--- config.mk ---
export PLATFORM = sky130hd
export DESIGN_NAME = dm_port_arbiter
export DESIGN_NICKNAME = d
export VERILOG_FILES = /design/src/rtl/dm_port_arbiter.sv
export SDC_FILE = /design/constraint.sdc
export NUM_CORES = 1
export LEC_CHECK = 0
export ABC_AREA = 1
export BUFFER_PORTS_ARGS = -buffer_cell sky130_fd_sc_hd__buf_2
export CAP_MARGIN = 10
export CORE_AREA = 3 3 122 124
export DETAILED_ROUTE_END_ITERATION = 7
export DIE_AREA = 0 0 125 127
export GPL_ROUTABILITY_DRIVEN = 0
export PLACE_DENSITY_LB_ADDON = 0.1
export SKIP_LAST_GASP = 1
export SLEW_MARGIN = 30
export SYNTH_ARGS = -nofsm -noshare
export SYNTH_HDL_FRONTEND = slang
export SYNTH_SLANG_ARGS = --single-unit
--- constraint.sdc ---
create_clock -name clk -period 2.65 [get_ports clk]
set_input_delay 0.3975 -clock clk [delete_from_list [all_inputs] [get_ports clk]]
set_output_delay 0.3975 -clock clk [all_outputs]
set_load 0.01 [all_outputs]
--- src/rtl/dm_port_arbiter.sv ---
`default_nettype none
// =============================================================================
// Module  : dm_port_arbiter
// Purpose : Shares the data-memory port between the CPU MEM stage (pass-through)
//           and a word-burst DMA requester (whole bursts, CPU stalled meanwhile).
// Option  : DM_ARB_RR_EN -> after each burst the CPU wins one contended access;
//           undefined     -> fixed CPU priority.
// Rev     : 1.0  initial release
// =============================================================================
module dm_port_arbiter #(
   parameter int MAX_LEN_W = 8
) (
   input  logic                 clk,
   input  logic                 reset,
   input  logic                 cpu_req,
   input  logic                 cpu_we,
   input  logic [31:0]          cpu_addr,
   input  logic [31:0]          cpu_wdata,
   input  logic [2:0]           cpu_width,
   input  logic                 cpu_sign,
   output logic [31:0]          cpu_rdata,
   output logic                 cpu_stall,
   input  logic                 dma_req,
   input  logic                 dma_we,
   input  logic [31:0]          dma_addr,
   input  logic [MAX_LEN_W-1:0] dma_len,
   input  logic [31:0]          dma_wdata,
   output logic                 dma_gnt,
   output logic                 dma_ack,
   output logic [31:0]          dma_rdata,
   output logic                 dma_done,
   output logic [31:0]          dm_addr,
   output logic [31:0]          dm_wdata,
   output logic                 dm_we,
   output logic [2:0]           dm_width,
   output logic                 dm_sign,
   input  logic [31:0]          dm_rdata
);

   typedef enum logic [1:0] {
      IDLE  = 2'd0,
      BURST = 2'd1,
      DONE  = 2'd2
   } state_t;

   localparam logic [MAX_LEN_W:0] c_last_word = (MAX_LEN_W+1)'(1);
   localparam logic [MAX_LEN_W:0] c_full_len  = (MAX_LEN_W+1)'(1) << MAX_LEN_W;

   state_t               state;
   state_t               state_nxt;
   logic [31:0]          base;
   logic [MAX_LEN_W:0]   cnt;
   logic [MAX_LEN_W-1:0] idx;
   logic                 dir;
   logic                 eligible;
   logic                 grant;
   logic [MAX_LEN_W:0]   len_words;

`ifdef DM_ARB_RR_EN
   logic cpu_turn;

   assign eligible = !cpu_req || !cpu_turn;

   // A CPU access served in DONE consumes the turn it would otherwise be owed.
   always_ff @(posedge clk or negedge reset) begin
      if (!reset) begin
         cpu_turn <= 1'b0;
      end else if (state != BURST && cpu_req && !cpu_stall) begin
         cpu_turn <= 1'b0;
      end else if (state == DONE) begin
         cpu_turn <= 1'b1;
      end
   end
`else
   assign eligible = !cpu_req;
`endif

   // Gated by reset so no grant can leak out while the FSM is held.
   assign grant     = reset && (state == IDLE) && dma_req && eligible;
   assign len_words = (dma_len == '0) ? c_full_len : {1'b0, dma_len};

   assign dma_gnt   = grant;
   assign cpu_stall = cpu_req && ((state == BURST) || grant);
   assign cpu_rdata = dm_rdata;
   assign dma_rdata = dm_rdata;

   always_ff @(posedge clk or negedge reset) begin
      if (!reset) begin
         state <= IDLE;
         base  <= '0;
         cnt   <= '0;
         idx   <= '0;
         dir   <= 1'b0;
      end else begin
         state <= state_nxt;
         if (grant) begin
            base <= {dma_addr[31:2], 2'b00};
            cnt  <= len_words;
            idx  <= '0;
            dir  <= dma_we;
         end else if (state == BURST) begin
            cnt <= cnt - c_last_word;
            idx <= idx + 1'b1;
         end
      end
   end

   always_comb begin
      state_nxt = state;
      dm_addr   = cpu_addr;
      dm_wdata  = cpu_wdata;
      dm_we     = reset && cpu_req && cpu_we && !grant;
      dm_width  = cpu_width;
      dm_sign   = cpu_sign;
      dma_ack   = 1'b0;
      dma_done  = 1'b0;
      case (state)
         IDLE: begin
            if (grant) begin
               state_nxt = BURST;
            end
         end
         BURST: begin
            dm_addr  = base + {{(30-MAX_LEN_W){1'b0}}, idx, 2'b00};
            dm_wdata = dma_wdata;
            dm_we    = dir;
            dm_width = 3'd4;
            dm_sign  = 1'b0;
            dma_ack  = 1'b1;
            if (cnt == c_last_word) begin
               state_nxt = DONE;
            end
         end
         DONE: begin
            dma_done  = 1'b1;
            state_nxt = IDLE;
         end
         default: begin
            state_nxt = IDLE;
         end
      endcase
   end

endmodule
`default_nettype wire

==> impl_metrics.yaml <==
setup_path:
  cp.arrival_ps: 2110
  startpoint: "idx[0]"
  critPathKind: "flop to primary output"
  critPathMaxStageDelay_ps: 450
  timing.rr.start: "state[1]"
  cp-end-kind: "primary output"
  cp_common_cell: "nand2_1"
  worstRegToRegCells: 10
  required_ps: 2250
  cp.depth: 10
  worst_path_dominant_cell_family: "adder cells"
  cpMaxStageDelayCell: "fa_2"
  r2r_end: "idx[7]"
  r2r_slack_ps: 970
  critPathCapture: "dm_addr[14]"
  critPathMaxFanout: 6
  cp_cell_sequence: "ha_2, fa_2, nand2_2, nand3_4, nand2_4, o21ai_4, xor2_1, nand2_1, nand2_1, buf_2"
  cp.buffers_inverters: 1
  cp-start-kind: "flop"
logic_synthesis:
  ys_seq_area_frac: 0.267
  synth.largest_area_cell: "nand2_1"
  synth.top_cells.by_count: "nand2_1 (355), inv_1 (78), buf_4 (64)"
  synthArstFlopShare: 1.00
  syn_inst: 780
  synth.most_common_cell: "nand2_1"
  synthMuxAreaShare: 0
  synth_ff_type: "dfrtp_1"
  yosysTopAreaCellShare: 0.285
  synth_compound_area_frac: 0.0655
  synth-edff-count: 0
  synth_area_per_cell_sq_um: 6.00
  synth_xor_area_frac: 0.0187
  synth_seq_cells: 50
  synth_top_family_by_area: "simple AND/OR/NAND/NOR gates"
  synth-simple-area-share: 0.427
  synth.distinct_cells: 33
  syn_area_sq_mm: 0.00468
  yosys-top-cells-area: "nand2_1 (28%), dfrtp_1 (27%), buf_4 (10%), inv_1 (6.3%), nand3_1 (5.2%)"
  syn_nets: 970
  yosysWarnings: 0
  yosys.area_share.adder: 0.0337
grt:
  globalRouteMet3Util: 0.0351
  use_met2: 0.330
  first_global_vias: 4748
  grt_pass1_wl_mm: 25.0
  gr-total-overflow: 0
  antenna_found_initial: 0
  grt_util_met1: 0.257
  grt_max_degree: 65
  top_usage_layer: "met2"
  grt_util_all_layers: 0.192
clocking:
  cts-htree-levels: 2
  clock-root-buffer: "clkbuf_16"
  clkTransAtPathRegs_ps: 70
  cts_hold_buf: 0
  clock-sinks: 50
  clk_latency_ps: 290
  cts_made_buffers: 5
  tritoncts: "built"
  clockBufferDepth: 2
power_and_ir_drop:
  power_frac_seq: 0.479
  power_mw: 1.59
  p_leak_nw: 3.33
  p_switching_mw: 0.376
  p_clk_frac: 0.403
  combPwrFrac: 0.118
  peakVddDrop_mv: 0.214
  intPower_mw: 1.22
  pwr_density_cell_mw_per_mm2: 277
  switching_share: 0.236
timing:
  setup_violations: 0
  rsz0062_at_grt: "false"
  slew_violations: 0
  slew_headroom: 0.558
  worst_pin_slew_ps: 663
  period_needed_ps: 2510
  fmax_mhz: 398
  tns_ps: 0
  clock_skew_ps: 3.47
  fin_crit_sh: 0.948
  hold_slack_ps: 274
  hold_viol: 0
hold_path:
  hp-class: "input pin to async pin"
cells_and_area:
  fin_area_sq_mm: 0.00575
  fin_cells: 1103
  drive_gt1_frac: 0.289
  insertedDiodeCount: 0
  syn_to_final_growth_pct: 22.8
  nNetsFinal: 1112
placement:
  dp_hpwl_mm: 12.5
  place.port_buffers: 216
  placedCellCount: 1094
  postPlaceCellArea_sq_mm: 0.00546
run:
  max_cap_viol_count: 0
outcome:
  status: "complete, no violations"
detailed_routing:
  drtIter0Drc: 227
  wl_mm: 15.7
  via_per_inst: 4.52
  routedWlPerCell_microns: 14.2
  remaining_drc_errors: 0
  via_count: 4985
  firstDrtPassIters: 5
  antenna_left: 0
die:
  dieArea_sq_mm: 0.0159
  core_area_sq_mm: 0.0139
  initial_utilization: 0.337
  fp.dieW_microns: 125
  rows: 43
  die_y_microns: 127
  pin_count: 315
## worst min path at each step
stage / slack (ps) / to / start
floorplan: 100 / base[10] / reset
global placement: 460 / idx[7] / idx[7]
detailed placement: 470 / idx[7] / idx[7]
CTS: 290 / base[22] / dma_addr[22]
global route: 300 / base[22] / dma_addr[22]
finish: 270 / dir / reset
## power groups by stage
stage               sequential (mW)  combinational (mW)  clock (mW)
floorplan                     0.778               0.139           0
global placement              0.777               0.189           0
detailed placement            0.777               0.189           0
CTS                           0.762               0.191       0.665
global route                  0.762               0.211       0.701
finish                        0.763               0.187       0.642
## flip-flops by register name (all words and copies together), names as in the netlist
register and flops:
idx 8, dir 1, base 30, cnt 9, state 2
## metrics by stage
stage	setup WS (ps)	utilization
after floorplan	491	-
after CTS	28.4	0.404
final	138	0.414
after global placement	218	0.393
after detailed placement	187	0.393
after global routing	6.31	0.414
## final cells by class
type / count / area, sq um
multi-input cells: 563 / 2690
fillers: 1586 / 8130
inverters: 79 / 297
repair buffers: 223 / 1150
clock inverters: 2 / 13.8
flip-flops and latches: 50 / 1250
well taps: 180 / 225
clock buffers: 6 / 129
## worst register-to-register path: stages (launching register included)
cell and delay (ps):
dfrtp_1 370, inv_1 100, nand2_2 80, buf_4 270
nor2_1 230, nand2_1 90, nor2_1 130, nand2_1 80
inv_1 70, o21ai_0 70, a21oi_1 130
## timing repair
action	4_1_cts	5_1_grt
setup endpoints to repair	9	20
pin swaps	0	5
gates resized for setup	2	24
setup buffers	0	1
## layout by cell type, fill, tap and decap left out, drive strengths merged, types with 4 or more instances in the layout
cell type	Yosys	layout
xnor2	4	4
xor2	6	6
nor2	56	56
nand3	51	51
o211ai	5	5
clkbuf	10	6
nand2	361	361
inv	79	79
ha	11	11
dfrtp	50	50
a21oi	9	9
buf	78	223
o21ai	33	33
nand3b	5	5
nor3	6	6
## per-layer routing
layer,vias up,part of all wire
met2,175,0.48
met3,15,0.060
met1,2175,0.44
li1,2620,-
met4,0,0.011
met5,-,0
## cells by family after synthesis
| logic type | count (synthesis) |
|---|---|
| AND/OR/NAND/NOR | 488 |
| AO/OA/AOI/OAI | 53 |
| buffers and inverters | 167 |
| flip-flops | 50 |
| XOR/XNOR | 10 |
| adder cells (fa/ha/maj) | 12 |
(Power assumes the default switching activity.)
